[config.mk]
export PLATFORM = sky130hd
export DESIGN_NAME = mode_switch_sync
export DESIGN_NICKNAME = d
export VERILOG_FILES = /design/src/rtl/mode_switch_sync_pkg.sv /design/src/rtl/mode_switch_sync_sw_debounce.sv /design/src/rtl/mode_switch_sync.sv
export SDC_FILE = /design/constraint.sdc
export NUM_CORES = 1
export LEC_CHECK = 0
export ABC_AREA = 1
export CAP_MARGIN = 20
export CORE_MARGIN = 5
export CORE_UTILIZATION = 52
export CTS_CLUSTER_DIAMETER = 40
export DETAILED_ROUTE_END_ITERATION = 8
export HOLD_SLACK_MARGIN = 0.06
export PLACE_DENSITY = 0.73
export SLEW_MARGIN = 20
export SYNTH_ARGS = -nofsm -noshare
export SYNTH_HDL_FRONTEND = slang
export SYNTH_SLANG_ARGS = --single-unit
[constraint.sdc]
create_clock -name clk -period 1.55 [get_ports clk]
set_clock_uncertainty 0.05 [all_clocks]
set_input_delay 0.31 -clock clk [delete_from_list [all_inputs] [get_ports clk]]
set_output_delay 0.31 -clock clk [all_outputs]
set_load 0.02 [all_outputs]
[src/rtl/mode_switch_sync_pkg.sv]
// Shared RTC definitions: mode bit positions, the mode FSM state encoding
// and the board-clock debounce length.
package mode_switch_sync_pkg;

   localparam int MODE_TIMER = 0;
   localparam int MODE_HOUR  = 1;
   localparam int MODE_DATE  = 2;

   // Roughly 20 ms of switch settling at the board clock.
   localparam int DEB_CYCLES_BOARD = 1_000_000;

   typedef logic [1:0] state_t;

   localparam state_t ST_IDLE   = 2'd0;
   localparam state_t ST_ACTIVE = 2'd1;
   localparam state_t ST_BREAK  = 2'd2;

endpackage

[src/rtl/mode_switch_sync_sw_debounce.sv]
// Two-flop synchroniser followed by a whole-vector debounce: the switch
// vector is accepted only after it has been stable for DEB_CYCLES clocks.
module sw_debounce #(
   parameter int N_SW       = 3,
   parameter int DEB_CYCLES = 4,
   parameter int CNT_W      = $clog2(DEB_CYCLES + 1)
) (
   input  logic            clk,
   input  logic            reset,
   input  logic [N_SW-1:0] sw_i,
   output logic [N_SW-1:0] deb_o
);

   localparam logic [CNT_W-1:0] CNT_MAX = CNT_W'(DEB_CYCLES - 1);

   logic [N_SW-1:0]  meta_q;
   logic [N_SW-1:0]  sync_q;
   logic [N_SW-1:0]  cand_q, cand_d;
   logic [CNT_W-1:0] cnt_q,  cnt_d;
   logic [N_SW-1:0]  deb_q,  deb_d;

   // Any difference restarts the count; the count saturates once the
   // candidate has been accepted, so deb simply keeps tracking cand.
   always_comb begin
      cand_d = cand_q;
      cnt_d  = cnt_q;
      deb_d  = deb_q;
      if (sync_q != cand_q) begin
         cand_d = sync_q;
         cnt_d  = '0;
      end else if (cnt_q == CNT_MAX) begin
         deb_d = cand_q;
      end else begin
         cnt_d = cnt_q + CNT_W'(1);
      end
   end

   always_ff @(posedge clk) begin
      if (reset) begin
         meta_q <= '0;
         sync_q <= '0;
         cand_q <= '0;
         cnt_q  <= '0;
         deb_q  <= '0;
      end else begin
         meta_q <= sw_i;
         sync_q <= meta_q;
         cand_q <= cand_d;
         cnt_q  <= cnt_d;
         deb_q  <= deb_d;
      end
   end

   assign deb_o = deb_q;

endmodule

[src/rtl/mode_switch_sync.sv]
// Programming-mode selector: debounced switches decoded to registered one-hot
// mode flags with lock, break-before-make sequencing and a change strobe.
module mode_switch_sync
   import mode_switch_sync_pkg::*;
#(
   parameter int N_SW       = 3,
   parameter int DEB_CYCLES = DEB_CYCLES_BOARD,
   parameter int CNT_W      = $clog2(DEB_CYCLES + 1),
   localparam int IDX_W     = (N_SW > 1) ? $clog2(N_SW) : 1
) (
   input  logic             clk,
   input  logic             reset,
   input  logic [N_SW-1:0]  sw,
   input  logic             lock,
   output logic [N_SW-1:0]  prog,
   output logic             prog_valid,
   output logic [IDX_W-1:0] mode_idx,
   output logic             mode_change
);

   logic [N_SW-1:0]  deb;
   logic [N_SW-1:0]  target;
   logic             single;

   state_t           state_q, state_d;
   logic [N_SW-1:0]  prog_q,  prog_d;
   logic             valid_q, valid_d;
   logic [IDX_W-1:0] idx_q,   idx_d;
   logic             chg_q,   chg_d;

   sw_debounce #(
      .N_SW       (N_SW),
      .DEB_CYCLES (DEB_CYCLES),
      .CNT_W      (CNT_W)
   ) u_debounce (
      .clk   (clk),
      .reset (reset),
      .sw_i  (sw),
      .deb_o (deb)
   );

   // Several switches at once is as meaningless as none: both select no mode.
   assign single = (deb != '0) && ((deb & (deb - N_SW'(1))) == '0);
   assign target = single ? deb : '0;

   always_comb begin
      state_d = state_q;
      prog_d  = prog_q;
      chg_d   = 1'b0;
      if (!lock) begin
         case (state_q)
            ST_IDLE: begin
               if (target != '0) begin
                  prog_d  = target;
                  chg_d   = 1'b1;
                  state_d = ST_ACTIVE;
               end
            end
            ST_ACTIVE: begin
               if (target != prog_q) begin
                  prog_d  = '0;
                  chg_d   = 1'b1;
                  state_d = (target == '0) ? ST_IDLE : ST_BREAK;
               end
            end
            ST_BREAK: begin
               if (target != '0) begin
                  prog_d  = target;
                  chg_d   = 1'b1;
                  state_d = ST_ACTIVE;
               end else begin
                  state_d = ST_IDLE;
               end
            end
            default: begin
               prog_d  = '0;
               state_d = ST_IDLE;
            end
         endcase
      end
   end

   // Valid and index are derived from the next prog so all three register together.
   always_comb begin
      valid_d = (prog_d != '0);
      idx_d   = '0;
      for (int i = 0; i < N_SW; i++) begin
         if (prog_d[i]) begin
            idx_d = IDX_W'(i);
         end
      end
   end

   always_ff @(posedge clk) begin
      if (reset) begin
         state_q <= ST_IDLE;
         prog_q  <= '0;
         valid_q <= 1'b0;
         idx_q   <= '0;
         chg_q   <= 1'b0;
      end else begin
         state_q <= state_d;
         prog_q  <= prog_d;
         valid_q <= valid_d;
         idx_q   <= idx_d;
         chg_q   <= chg_d;
      end
   end

   assign prog        = prog_q;
   assign prog_valid  = valid_q;
   assign mode_idx    = idx_q;
   assign mode_change = chg_q;

endmodule

Yosys cells after proc, flatten, opt, wreduce, memory -nomap -nowiden

Cells that the tools add are included.

Output and inout bits: 7
Word-level logic and storage cells: 51
Input port bits: 6
Register bits: 41

Bitwise operators: 3
Equal/unequal tests: 7
Add/subtract/negate cells: 2
Reduce and logical (&&, ||, !) cells: 13
Multiplexer cells: 15

Operators by type and width:

| cell                    | count |
|---|---|
| $add A20 B1 Y20 const B | 1 |
| $eq A20 B20 Y1 const B  | 1 |
| $mux W3                 | 4 |
| $reduce_bool A3 Y1      | 3 |
| $mux W2                 | 4 |
| $reduce_or A2 Y1        | 4 |
| $logic_not A3 Y1        | 2 |
| $ne A3 B3 Y1            | 2 |
| $pmux W2 S3             | 1 |
| $pmux W3 S2             | 1 |
| $mux W1                 | 4 |
| $ne A2 B2 Y1 const B    | 2 |
| $and A3 B3 Y3           | 1 |
| $reduce_and A3 Y1       | 1 |
| $sub A3 B1 Y3 const B   | 1 |
| $eq A2 B1 Y1 const B    | 1 |
| $eq A2 B2 Y1 const B    | 1 |
| $logic_not A2 Y1        | 1 |
| $not A1 Y1              | 2 |
| $pmux W1 S2             | 1 |
| $reduce_and A2 Y1       | 1 |
| $logic_and A1 B1 Y1     | 1 |

Longest topological paths before layout

Depth in word-level cells: 11
Gate-level depth with buffers: 11
Mapped depth without buffers: 11

Modules after synthesis

Synthesis repeated with hierarchy kept, for this count alone.

Cell total of the unflattened synthesis: 303
Area, all modules: 2083.2 µm²

Modules (own cells, without submodules):

| module           | times used | seq. area each (µm²) | area each (µm²) | cells each |
|---|---|---|---|---|
| sw_debounce      | 1          | 640.6                | 1599.0          | 226 |
| mode_switch_sync | 1          | 160.2                | 484.2           | 77 |

Worst setup path after synthesis

Ideal clock, no wire load.

Kind: reg2reg
From: register u_debounce.cnt_q[0]
To: register u_debounce.cnt_q[0]
Buffers on the path: 0
Data arrival time: 1.309 ns
Cell stages (with the launch flop): 8
Setup time: 0.132 ns
Data required time: 1.368 ns
Path slack: 0.058 ns
Period minus slack after synthesis: 1.492 ns
Path through: dfxtp_1 ha_1 nand3_1 nor4_1 nand3_1 inv_1 or2_2 a21oi_1

Longest elaborated chain between the ends: 1
Elaborated cells on any way between the ends: 2
Classes of those cells: 1 x add/sub; 1 x eq/ne

Ends and longest elaborated chain:

| what                                                     | line                                                                   | source |
|---|---|---|
| start: declaration                                       | mode_switch_sync_sw_debounce.sv:19                                     | `logic [CNT_W-1:0] cnt_q, cnt_d;` |
| start signal: assignment                                 | mode_switch_sync_sw_debounce.sv:49                                     | `cnt_q <= cnt_d;` |
| $add A20 B1 Y20 / $eq A20 B20 Y1 (equally long branches) | mode_switch_sync_sw_debounce.sv:34, mode_switch_sync_sw_debounce.sv:31 |  |

Several ways; a longest one is shown, not always the timed one.
A chain may end at the register's enable or synchronous reset.

Worst setup path after layout

From: register u_debounce.cnt_q[4]
To: register u_debounce.cnt_q[16]

Same word-level chain as after synthesis.

==> results.md <==
- Status: complete, no violations
- Core ar.: 3416 µm²
- Site row count: 21
- Critical path class: register to register
- Vias: around 1700
- Final #Nets: a little over 300
- Post-Syn Instances: between 200 and 300
- Worst Path Max Fanout: 3
- CTS tree: built
- # hold bufs at CTS: 0
- First-pass GRT wire length: 6003 µm
- Routed WL: 3675 µm
- DRT iter0 DRCs: 107
- Commonest non-fill, non-tap cell in the layout: nand2_1
- Worst-Margin Slew: about 0.36 ns
- RSZ-0062 raised after global routing: yes
- Synth warnings: 0
- Static Leak: between 1 and 1.5 nW
- Final GP Congestion: around 0.85
- CP max stage delay: between 0.3 and 0.4 ns
- Detail Route Antenna Nets: 0
- Clk buf depth: 2
- DP HPWL: around 2700 µm
- Fmax: roughly 660 MHz
- Mean post-synth cell area: between 7 and 8 µm²
- Top area cells in the synthesized netlist: dfxtp_1, nand2_1, inv_1
- Max transition margin: 0.7619
- Final-layout fill cell count: between 200 and 300
- Via density: between 4 and 5
- Final hold slack: 0.3622 ns
- Overall Global Routing Usage: 0.1500
- CTS buffer count: 5
- Post-DR wirelength/cell: about 11 µm
- Largest net degree at the start of global routing: 15
- Final min period: approximately 1.5 ns
- Worst Hold Class: register to register
- Remaining DRCs: 0
- Synth async-reset ratio: 0
- Crit path cell chain: nand2_2, nor2_2, nand2_2, nor2_4, nand2_4, nor2_4, nand2_2, or2_0, a21oi_1
- # diodes: 0
- Die area: around 4900 µm²
- Finish-stage setup viols: 0
- Worst Path Arrival: about 1.8 ns
- Critical path endpoint category: register
- P per Cell Area: slightly below 800 nW/µm²
- Vias in the first global route: 1371
- Synth cell types: 28
- Most used DFF post-synth: dfxtp_1
- Syn nets: ~270
- Multi-input logic area: between 900 and 1000 µm²
- Max-cap violations: 0
- Synth Cell Area: ~1900 µm²
- Clock transition at the registers of the reported paths: about 0.13 ns
- Startpoint class of the critical path: register
- Finished Layout Cells: 342
- DRT Pass-1 Iters: 4
- Area growth from synthesis to layout: 26.32%
- Die Ht: between 70 and 80 µm
- Max Slew Vio Count: 0
- Worst Path Required: 1.79 ns
- Number of flops mapped to enable cells by yosys: 0
- Peak supply drop: around 0.58 mV
- Final hold viol count: 0
- Clk root buf: clkbuf_4
- Worst-Skew Late Latency: ~0.35 ns
- Placed cell area: about 2200 µm²
- Total gr overflow: 0
- Crit path max-delay family: simple AND/OR/NAND/NOR gates
- Fraction of layout cells with a size suffix above 1: 0.2770
- Number of synthesized register bits: 40
- Crit path buf inv count: 0
- Post-synthesis sequential area ratio: 0.4264
- Fin area: 2372 µm²
- FF+latch area: just over 800 µm²
- Initial core utilization: 0.5498
- Synth area leader: dfxtp_1
- Critical Path Most Common Cell: nand2_2
- Chip Width: ~70 µm
- Buffers on Ports: 12
- CTS Sinks: 40
- H-tree depth: 2
- Initial antenna violation count: 0
- IO Pins: 13
- Inst Count DP: 331
- Tcrit/Tclk final: 0.9820
- Worst path slowest cell: dfxtp_2
- Most frequent cells in the layout: nand2_1, inv_1, nor2_1, dfxtp_1, buf_4
- Top cell type's share of synthesized area: 0.4264
==> Yosys cell counts (3+ instances only) <==
cell,count
a21oi_1,16
a31oi_1,3
dfxtp_1,40
inv_1,37
nand2_1,51
nand2_2,4
nand3_1,14
nand4_1,12
nor2_1,31
nor2_2,5
nor2_4,3
nor3_1,5
nor4_1,3
o21ai_0,8
or2_2,3
xnor2_1,6
==> metal layers <==
layer / share of wire / up-vias / track usage
li1: - / 903 / -
met1: 0.50 / 757 / 0.1979
met2: 0.45 / 26 / 0.2340
met3: 0.038 / 7 / 0.03443
met4: 0.014 / 0 / 0.06383
met5: 0 / - / 0
==> timing repair <==
item / CTS / global route
gates resized for setup: 10 / 41
endpoints found under the setup margin: 10 / 29
pin swaps: 0 / 3
setup buffers: 0 / 3
==> report_power, final <==
group	leakage (nW)	switching, mW	internal, mW
Sequential	0.333	0.0126	1.04
Combinational	0.636	0.0555	0.0469
Clock	0.0418	0.366	0.345
Total	1.01	0.435	1.43
==> flip-flops by register name, indices dropped and copies added, names as in the netlist <==
| signal | cells |
|---|---|
| mode_change | 1 |
| mode_idx | 1 |
| prog | 3 |
| prog_valid | 1 |
| state_q | 2 |
| u_debounce.cand_q | 3 |
| u_debounce.cnt_q | 20 |
| u_debounce.deb_o | 3 |
| u_debounce.meta_q | 3 |
| u_debounce.sync_q | 3 |
==> cells by family (layout without fill, tap and decap cells) <==
| family | after synthesis | count (layout) | share of synthesized area |
|---|---|---|---|
| and+or+nand+nor | 136 | 136 | 0.3484 |
| buffers and inverters | 43 | 80 | 0.08861 |
| DFF | 40 | 40 | 0.4264 |
| AOI/OAI and AO/OA | 31 | 31 | 0.09261 |
| xor gates and xnor gates | 8 | 8 | 0.03731 |
| adders and majority gates | 1 | 1 | 0.006661 |
==> path summary, 6_finish.rpt <==
path                                      startpoint              endpoint  slack (ns)  cells after the start
worst max-delay path             u_debounce.cnt_q[4]  u_debounce.cnt_q[16]        0.03                      9
worst min-delay path            u_debounce.meta_q[1]  u_debounce.sync_q[1]        0.36                      2
worst max register to register   u_debounce.cnt_q[4]  u_debounce.cnt_q[16]        0.03                      9
worst min register to register  u_debounce.meta_q[1]  u_debounce.sync_q[1]        0.36                      2
==> per-stage QoR <==
step | TNS [ns] | setup slack, ns | utilization | total power [mW]
2_1_floorplan | 0 | 0.05832 | - | 1.129
3_3_place_gp | 0 | 0.02174 | 0.6355 | 1.173
3_5_place_dp | 0 | 0.003593 | 0.6355 | 1.175
4_1_cts | 0 | 0.005417 | 0.6601 | 1.878
5_1_grt | -0.09161 | -0.06055 | 0.6945 | 1.949
6_report | 0 | 0.02795 | 0.6945 | 1.868
==> tightest hold or removal path, stage by stage (launching register included) <==
cell,delay (ns)
dfxtp_1,0.32
inv_1,0.04
nor2_1,0.03
==> area by class of cell <==
type / count / share of cell area
Tap cell: 46 / 0.02426
Clock buffer: 5 / 0.01582
Multi-Input combinational cell: 176 / 0.4182
Sequential cell: 40 / 0.3486
Inverter: 39 / 0.06171
Timing Repair Buffer: 33 / 0.1118
Clock inverter: 3 / 0.01951
(Power assumes the default switching activity.)
